<file path="src/rtl/temporizador_interrupcao.sv">
// temporizador_interrupcao
// Preemption timer and interrupt controller for the CPU's PC-select and
// interrupt-cause logic. It counts a software-programmed quantum while user
// code runs and raises a one-cycle clock interrupt when the quantum expires.
// It raises a one-cycle halt interrupt when a user process executes HALT.
// The interrupt cause and the resume PC are latched, and further events are
// masked until the kernel acknowledges.
//
// Optional feature: define TIMER_AUTORELOAD_EN to keep the last accepted
// quantum in quantum_salvo. An acknowledge of a clock interrupt then restarts
// the count automatically. Without the macro, every acknowledge returns to
// PARADO and the kernel must issue SetClock again.
//
// Ports:
//   Clock          in   CPU clock; all state updates on posedge
//   Reset          in   synchronous, active-high; dominates every other input
//   Halt           in   HALT instruction decoded this cycle
//   SetClock       in   load quantum from Tempo
//   Tempo          in   quantum in user-region cycles
//   PC             in   current instruction address
//   PCProximo      in   next-PC value that would have been taken
//   GetInterrupcao in   kernel acknowledge / cause read
//   IntHalt        out  one-cycle halt-interrupt pulse
//   IntClk         out  one-cycle timer-interrupt pulse
//   Causa          out  0 none, 1 clock, 2 halt
//   PCSalvo        out  resume address captured on IntClk
//   TimerAtivo     out  high while the FSM is in CONTANDO
//   estado_dbg     out  current FSM state (0 PARADO, 1 CONTANDO, 2 AGUARDA_ACK)
//
// Handshake: this block has no valid/ready pair. An interrupt is raised once
// as a one-cycle pulse, then Causa holds until GetInterrupcao is seen in
// AGUARDA_ACK. Events arriving in that window are dropped, not queued.

module temporizador_interrupcao #(
  parameter int                    LARGURA_PC    = 11,
  parameter int                    LARGURA_TEMPO = 16,
  parameter logic [LARGURA_PC-1:0] KERNEL_LIMITE = 11'd64
) (
  input  logic                     Clock,
  input  logic                     Reset,
  input  logic                     Halt,
  input  logic                     SetClock,
  input  logic [LARGURA_TEMPO-1:0] Tempo,
  input  logic [LARGURA_PC-1:0]    PC,
  input  logic [LARGURA_PC-1:0]    PCProximo,
  input  logic                     GetInterrupcao,
  output logic                     IntHalt,
  output logic                     IntClk,
  output logic [31:0]              Causa,
  output logic [LARGURA_PC-1:0]    PCSalvo,
  output logic                     TimerAtivo,
  output logic [1:0]               estado_dbg
);

  typedef enum logic [1:0] {
    PARADO      = 2'd0,
    CONTANDO    = 2'd1,
    AGUARDA_ACK = 2'd2
  } estado_t;

  localparam logic [31:0] CAUSA_NENHUMA = 32'd0;
  localparam logic [31:0] CAUSA_CLOCK   = 32'd1;
  localparam logic [31:0] CAUSA_HALT    = 32'd2;

  estado_t                  estado_q, estado_d;
  logic [LARGURA_TEMPO-1:0] cnt_q, cnt_d;
  logic [31:0]              causa_q, causa_d;
  logic [LARGURA_PC-1:0]    pc_salvo_q, pc_salvo_d;
  logic                     int_halt_q, int_halt_d;
  logic                     int_clk_q, int_clk_d;
  logic                     timer_ativo_q, timer_ativo_d;
  logic                     regiao_usuario;
`ifdef TIMER_AUTORELOAD_EN
  logic [LARGURA_TEMPO-1:0] quantum_salvo_q, quantum_salvo_d;
`endif

  always_comb begin
    estado_d       = estado_q;
    cnt_d          = cnt_q;
    causa_d        = causa_q;
    pc_salvo_d     = pc_salvo_q;
    int_halt_d     = 1'b0;
    int_clk_d      = 1'b0;
    regiao_usuario = (PC >= KERNEL_LIMITE);
`ifdef TIMER_AUTORELOAD_EN
    quantum_salvo_d = quantum_salvo_q;
`endif

    case (estado_q)
      PARADO, CONTANDO: begin
        // Priority: user-region Halt, then SetClock, then expiry.
        if (Halt && regiao_usuario) begin
          int_halt_d = 1'b1;
          causa_d    = CAUSA_HALT;
          cnt_d      = '0;
          estado_d   = AGUARDA_ACK;
        end else if (SetClock) begin
          if (Tempo != '0) begin
            cnt_d    = Tempo;
            estado_d = CONTANDO;
`ifdef TIMER_AUTORELOAD_EN
            quantum_salvo_d = Tempo;
`endif
          end else begin
            // A zero quantum stops the timer instead of arming it.
            cnt_d    = '0;
            estado_d = PARADO;
          end
        end else if ((estado_q == CONTANDO) && regiao_usuario && (cnt_q != '0)) begin
          // Kernel cycles freeze the count; the counter saturates at zero.
          cnt_d = cnt_q - LARGURA_TEMPO'(1);
          if (cnt_q == LARGURA_TEMPO'(1)) begin
            int_clk_d  = 1'b1;
            causa_d    = CAUSA_CLOCK;
            pc_salvo_d = PCProximo;
            estado_d   = AGUARDA_ACK;
          end
        end
      end

      AGUARDA_ACK: begin
        if (GetInterrupcao) begin
          causa_d  = CAUSA_NENHUMA;
          cnt_d    = '0;
          estado_d = PARADO;
`ifdef TIMER_AUTORELOAD_EN
          if (causa_q == CAUSA_CLOCK) begin
            cnt_d    = quantum_salvo_q;
            estado_d = CONTANDO;
          end
`endif
        end
      end

      default: begin
        estado_d = PARADO;
        cnt_d    = '0;
      end
    endcase

    timer_ativo_d = (estado_d == CONTANDO);
  end

  always_ff @(posedge Clock) begin
    if (Reset) begin
      estado_q      <= PARADO;
      cnt_q         <= '0;
      causa_q       <= CAUSA_NENHUMA;
      pc_salvo_q    <= '0;
      int_halt_q    <= 1'b0;
      int_clk_q     <= 1'b0;
      timer_ativo_q <= 1'b0;
`ifdef TIMER_AUTORELOAD_EN
      quantum_salvo_q <= '0;
`endif
    end else begin
      estado_q      <= estado_d;
      cnt_q         <= cnt_d;
      causa_q       <= causa_d;
      pc_salvo_q    <= pc_salvo_d;
      int_halt_q    <= int_halt_d;
      int_clk_q     <= int_clk_d;
      timer_ativo_q <= timer_ativo_d;
`ifdef TIMER_AUTORELOAD_EN
      quantum_salvo_q <= quantum_salvo_d;
`endif
    end
  end

  assign IntHalt    = int_halt_q;
  assign IntClk     = int_clk_q;
  assign Causa      = causa_q;
  assign PCSalvo    = pc_salvo_q;
  assign TimerAtivo = timer_ativo_q;
  assign estado_dbg = estado_q;

endmodule

</file>
<file path="config.mk">
export PLATFORM = sky130hd
export DESIGN_NAME = temporizador_interrupcao
export DESIGN_NICKNAME = d
export VERILOG_FILES = /design/src/rtl/temporizador_interrupcao.sv
export SDC_FILE = /design/constraint.sdc
export NUM_CORES = 1
export LEC_CHECK = 0
export ABC_AREA = 1
export CELL_PAD_IN_SITES_DETAIL_PLACEMENT = 0
export CELL_PAD_IN_SITES_GLOBAL_PLACEMENT = 2
export CORE_ASPECT_RATIO = 0.5
export CORE_MARGIN = 4
export CORE_UTILIZATION = 20
export DETAILED_ROUTE_END_ITERATION = 10
export PLACE_DENSITY_LB_ADDON = 0.1
export RECOVER_POWER = 100
export SETUP_SLACK_MARGIN = 0.2
export SYNTH_ARGS = -nofsm -noshare
export SYNTH_HDL_FRONTEND = slang
export SYNTH_SLANG_ARGS = --single-unit
</file>
<file path="constraint.sdc">
create_clock -name Clock -period 1.5 [get_ports Clock]
set_input_delay 0.3 -clock Clock [delete_from_list [all_inputs] [get_ports Clock]]
set_output_delay 0.3 -clock Clock [all_outputs]
set_load 0.03 [all_outputs]
</file>
==> flow_summary.ini <==
[outcome]
status = finished, violations left
violations = negative setup slack

[clock_tree]
cts_tree = built
clk_latency_ns = 0.28
cts_root_buf = clkbuf_16
cts_sinks = 34
max-clock-path-buffers = 2
clkTransAtPathRegs_ns = 0.06
ctsHoldBuffers = 0
numCtsBuffers = 5
cts-htree-levels = 2

[timing]
fin_crit_ns = 1.54
drv_slew = 0
rsz0062_at_grt = yes
skew_ns = 0.00214
finalWorstSetupSlack_ns = -0.0428
finalSetupViolCount = 20
finalHoldViolations = 0
timing.fmax_mhz = 648
finalCritPeriodShare_pct = 103

[floorplan]
die_h_um = 85.4
die-area_mm2 = 0.0139
fp.coreArea_mm2 = 0.0114
die_w_um = 163
row_count = 27
initial_core_util_pct = 21.1
io_pins = 91

[synthesis]
synth_area_mm2 = 0.00239
ys_warn_count = 0
yosysTopAreaCell = dfxtp_1
synth_cells = 386
synth.top_cell.area_share_pct = 28.4
synth_edf_count = 0
synth-seq-area-share_pct = 28.4
yosysMostFrequentCell = nand2_1
ys_types = 29
synth_commonest_cells = 84 x nand2_1, 81 x nor2_1, 35 x inv_1
synth.area.top_cells = dfxtp_1 28%, nand2_1 13%, nor2_1 13%
avgSynthCellArea_um2 = 6.20
async_flop_share_pct = 0
synth_seq_cells = 34
ys_dominant_reg_cell = dfxtp_1

[critical_path]
worst-path-buf-inv = 0
path_depth = 10
start_kind = flop
critPathTopFamily = simple AND/OR/NAND/NOR gates
timing.rr.end = cnt_q[12]$_SDFFE_PP0P_
worstSetupPathType = reg -> reg
worst_r2r_path_depth = 10
slowest_delay_ns = 0.34
crit_start = cnt_q[14]$_SDFFE_PP0P_
path_cells = nor2_4 -> nand3_4 -> nor2_4 -> nand2_2 -> nand2_4 -> nand2_8 -> nand3_4 -> nor2_1 -> nor2_1 -> nor2_1
arrival_ns = 1.72
r2r_start = cnt_q[14]$_SDFFE_PP0P_
r2r_slack_ns = -0.04
cp_slowest_cell = dfxtp_2
setup.worst_path.end = cnt_q[12]$_SDFFE_PP0P_
cp.required_ns = 1.68
cp_common_cell = nor2_1
critPathCaptureType = flop
cp_max_fo = 8

[place]
dpl_worst_slack_ns = -0.580
dpl-instance-area_mm2 = 0.00355
place.gp.congestion = 0.781
place_hpwl_mm = 6.63
io_buffers = 54

[power]
powerDensity_mw_per_mm2 = 921
leakage_nw = 1.75
vdd_ir_drop_max_uv = 560

[layout]
drive_gt1_share_pct = 32.6
fin_util_pct = 34.9
fin_nets = 554
antennaDiodeCount = 0
final_area_mm2 = 0.00397
area_growth_pct = 65.7

[grt]
grt_pass1_vias = 2813
grt_max_degree = 23
antenna_found_initial = 0
grt_pass1_wl_mm = 14.4
grt_overflow = 0
grt_usage_pct = 13.0

[route]
wl_mm = 8.88
drt_iter0_markers = 128
num_vias = 2750
ant_nets = 0
via_per_inst = 4.12
drc = 0
drt-wirelength-per-cell_um = 13.3
drt_first_pass_iters = 4

[hold_path]
hold_path.class = reg -> reg

[job]
maxCapViolCount = 0
## placed cells by master, fill, tap and decap left out, drive strengths merged
| master | Yosys | final |
|---|---|---|
| and3 | 2 | 2 |
| inv | 35 | 35 |
| ha | 3 | 3 |
| o211ai | 1 | 1 |
| nand3 | 24 | 25 |
| a31oi | 11 | 11 |
| nand2 | 88 | 88 |
| xor2 | 1 | 1 |
| dlygate4sd2 | 0 | 5 |
| clkdlybuf4s50 | 0 | 31 |
| o21bai | 1 | 1 |
| conb | 1 | 30 |
| dfxtp | 34 | 34 |
| clkdlybuf4s25 | 0 | 1 |
| clkbuf | 5 | 23 |
| o21ai | 23 | 23 |
| nor3 | 3 | 3 |
| clkinvlp | 0 | 2 |
| nand4 | 6 | 6 |
| xnor2 | 1 | 1 |
| a21oi | 18 | 18 |
| buf | 38 | 73 |
| or2 | 5 | 5 |
| nor2 | 86 | 87 |
## cell families (layout without fill, tap and decap cells)
family / count (synthesis) / count (layout) / synth area share [%]
AO/OA/AOI/OAI: 54 / 54 / 13.0
other: 1 / 30 / 0.157
buffers and inverters: 78 / 170 / 18.0
flip-flops: 34 / 34 / 28.4
adder cells (fa/ha/maj): 3 / 3 / 1.57
XOR/XNOR: 2 / 2 / 0.732
AND/OR/NAND/NOR: 214 / 216 / 38.1
## worst min-delay path by stage
stage | start | end | slack, ns | cells after the start
2_1_floorplan | PCProximo[10] | PCSalvo[10]$_SDFFE_PP0P_ | 0.43 | 2
3_3_place_gp | PCSalvo[3]$_SDFFE_PP0P_ | PCSalvo[3]$_SDFFE_PP0P_ | 0.47 | 2
3_5_place_dp | PCSalvo[7]$_SDFFE_PP0P_ | PCSalvo[7]$_SDFFE_PP0P_ | 0.48 | 2
4_1_cts | PCSalvo[7]$_SDFFE_PP0P_ | PCSalvo[7]$_SDFFE_PP0P_ | 0.50 | 2
5_1_grt | PCSalvo[6]$_SDFFE_PP0P_ | PCSalvo[6]$_SDFFE_PP0P_ | 0.50 | 2
6_report | PCSalvo[6]$_SDFFE_PP0P_ | PCSalvo[6]$_SDFFE_PP0P_ | 0.48 | 2
## registers in the layout (all words and copies together) (netlist names)
name / count
cnt_q: 16
Causa: 2
IntHalt: 1
IntClk: 1
estado_dbg: 2
PCSalvo: 11
TimerAtivo: 1
## worst reg2reg max path: cells and delay by family, from the launching register on
family	cells	cell delay (ns)
and+or+nand+nor	10	1.09
DFF	1	0.34
## stage by stage
step / total power, W / instances / TNS (ns) / hold slack, ns
after CTS: 0.00363 / 666 / -0.433 / 0.497
final: 0.00365 / 668 / -0.343 / 0.482
after global routing: 0.00389 / 668 / -3.24 / 0.502
after global placement: 0.00231 / 648 / -15.68 / 0.469
after floorplan: 0.00180 / 415 / 0 / 0.435
after detailed placement: 0.00230 / 648 / -16.37 / 0.482
## where the power goes
part	switching [W]	total [W]	internal, W
sequential	0.0000443	0.00100	0.000958
clock	0.000449	0.00117	0.000717
combinational	0.000854	0.00148	0.000630
total	0.00135	0.00365	0.00231
## what timing repair did
action	CTS	global route
setup buffers	8	2
resized for setup	111	30
pin swaps	20	20
endpoints found under the setup margin	51	36
cloned	2	0
## layer usage
layer	part of all wire (%)	wire (um)	up-vias	global-route usage [%]
met1	49	4350	1242	18.2
met4	0.79	70	0	2.51
met3	5.0	445	6	2.72
met2	45	4020	83	20.7
li1	-	-	1419	-
met5	0	0	-	0
## area by class of cell
cell class	count	area [um^2]
flip-flops and latches	34	698
inverters	35	136
multi-input cells	305	1700
well taps	159	199
clock buffers	6	150
fillers	1242	7380
clock inverters	2	15.0
repair buffers	127	1060
Note: power is estimated with default switching activity, not from simulation.
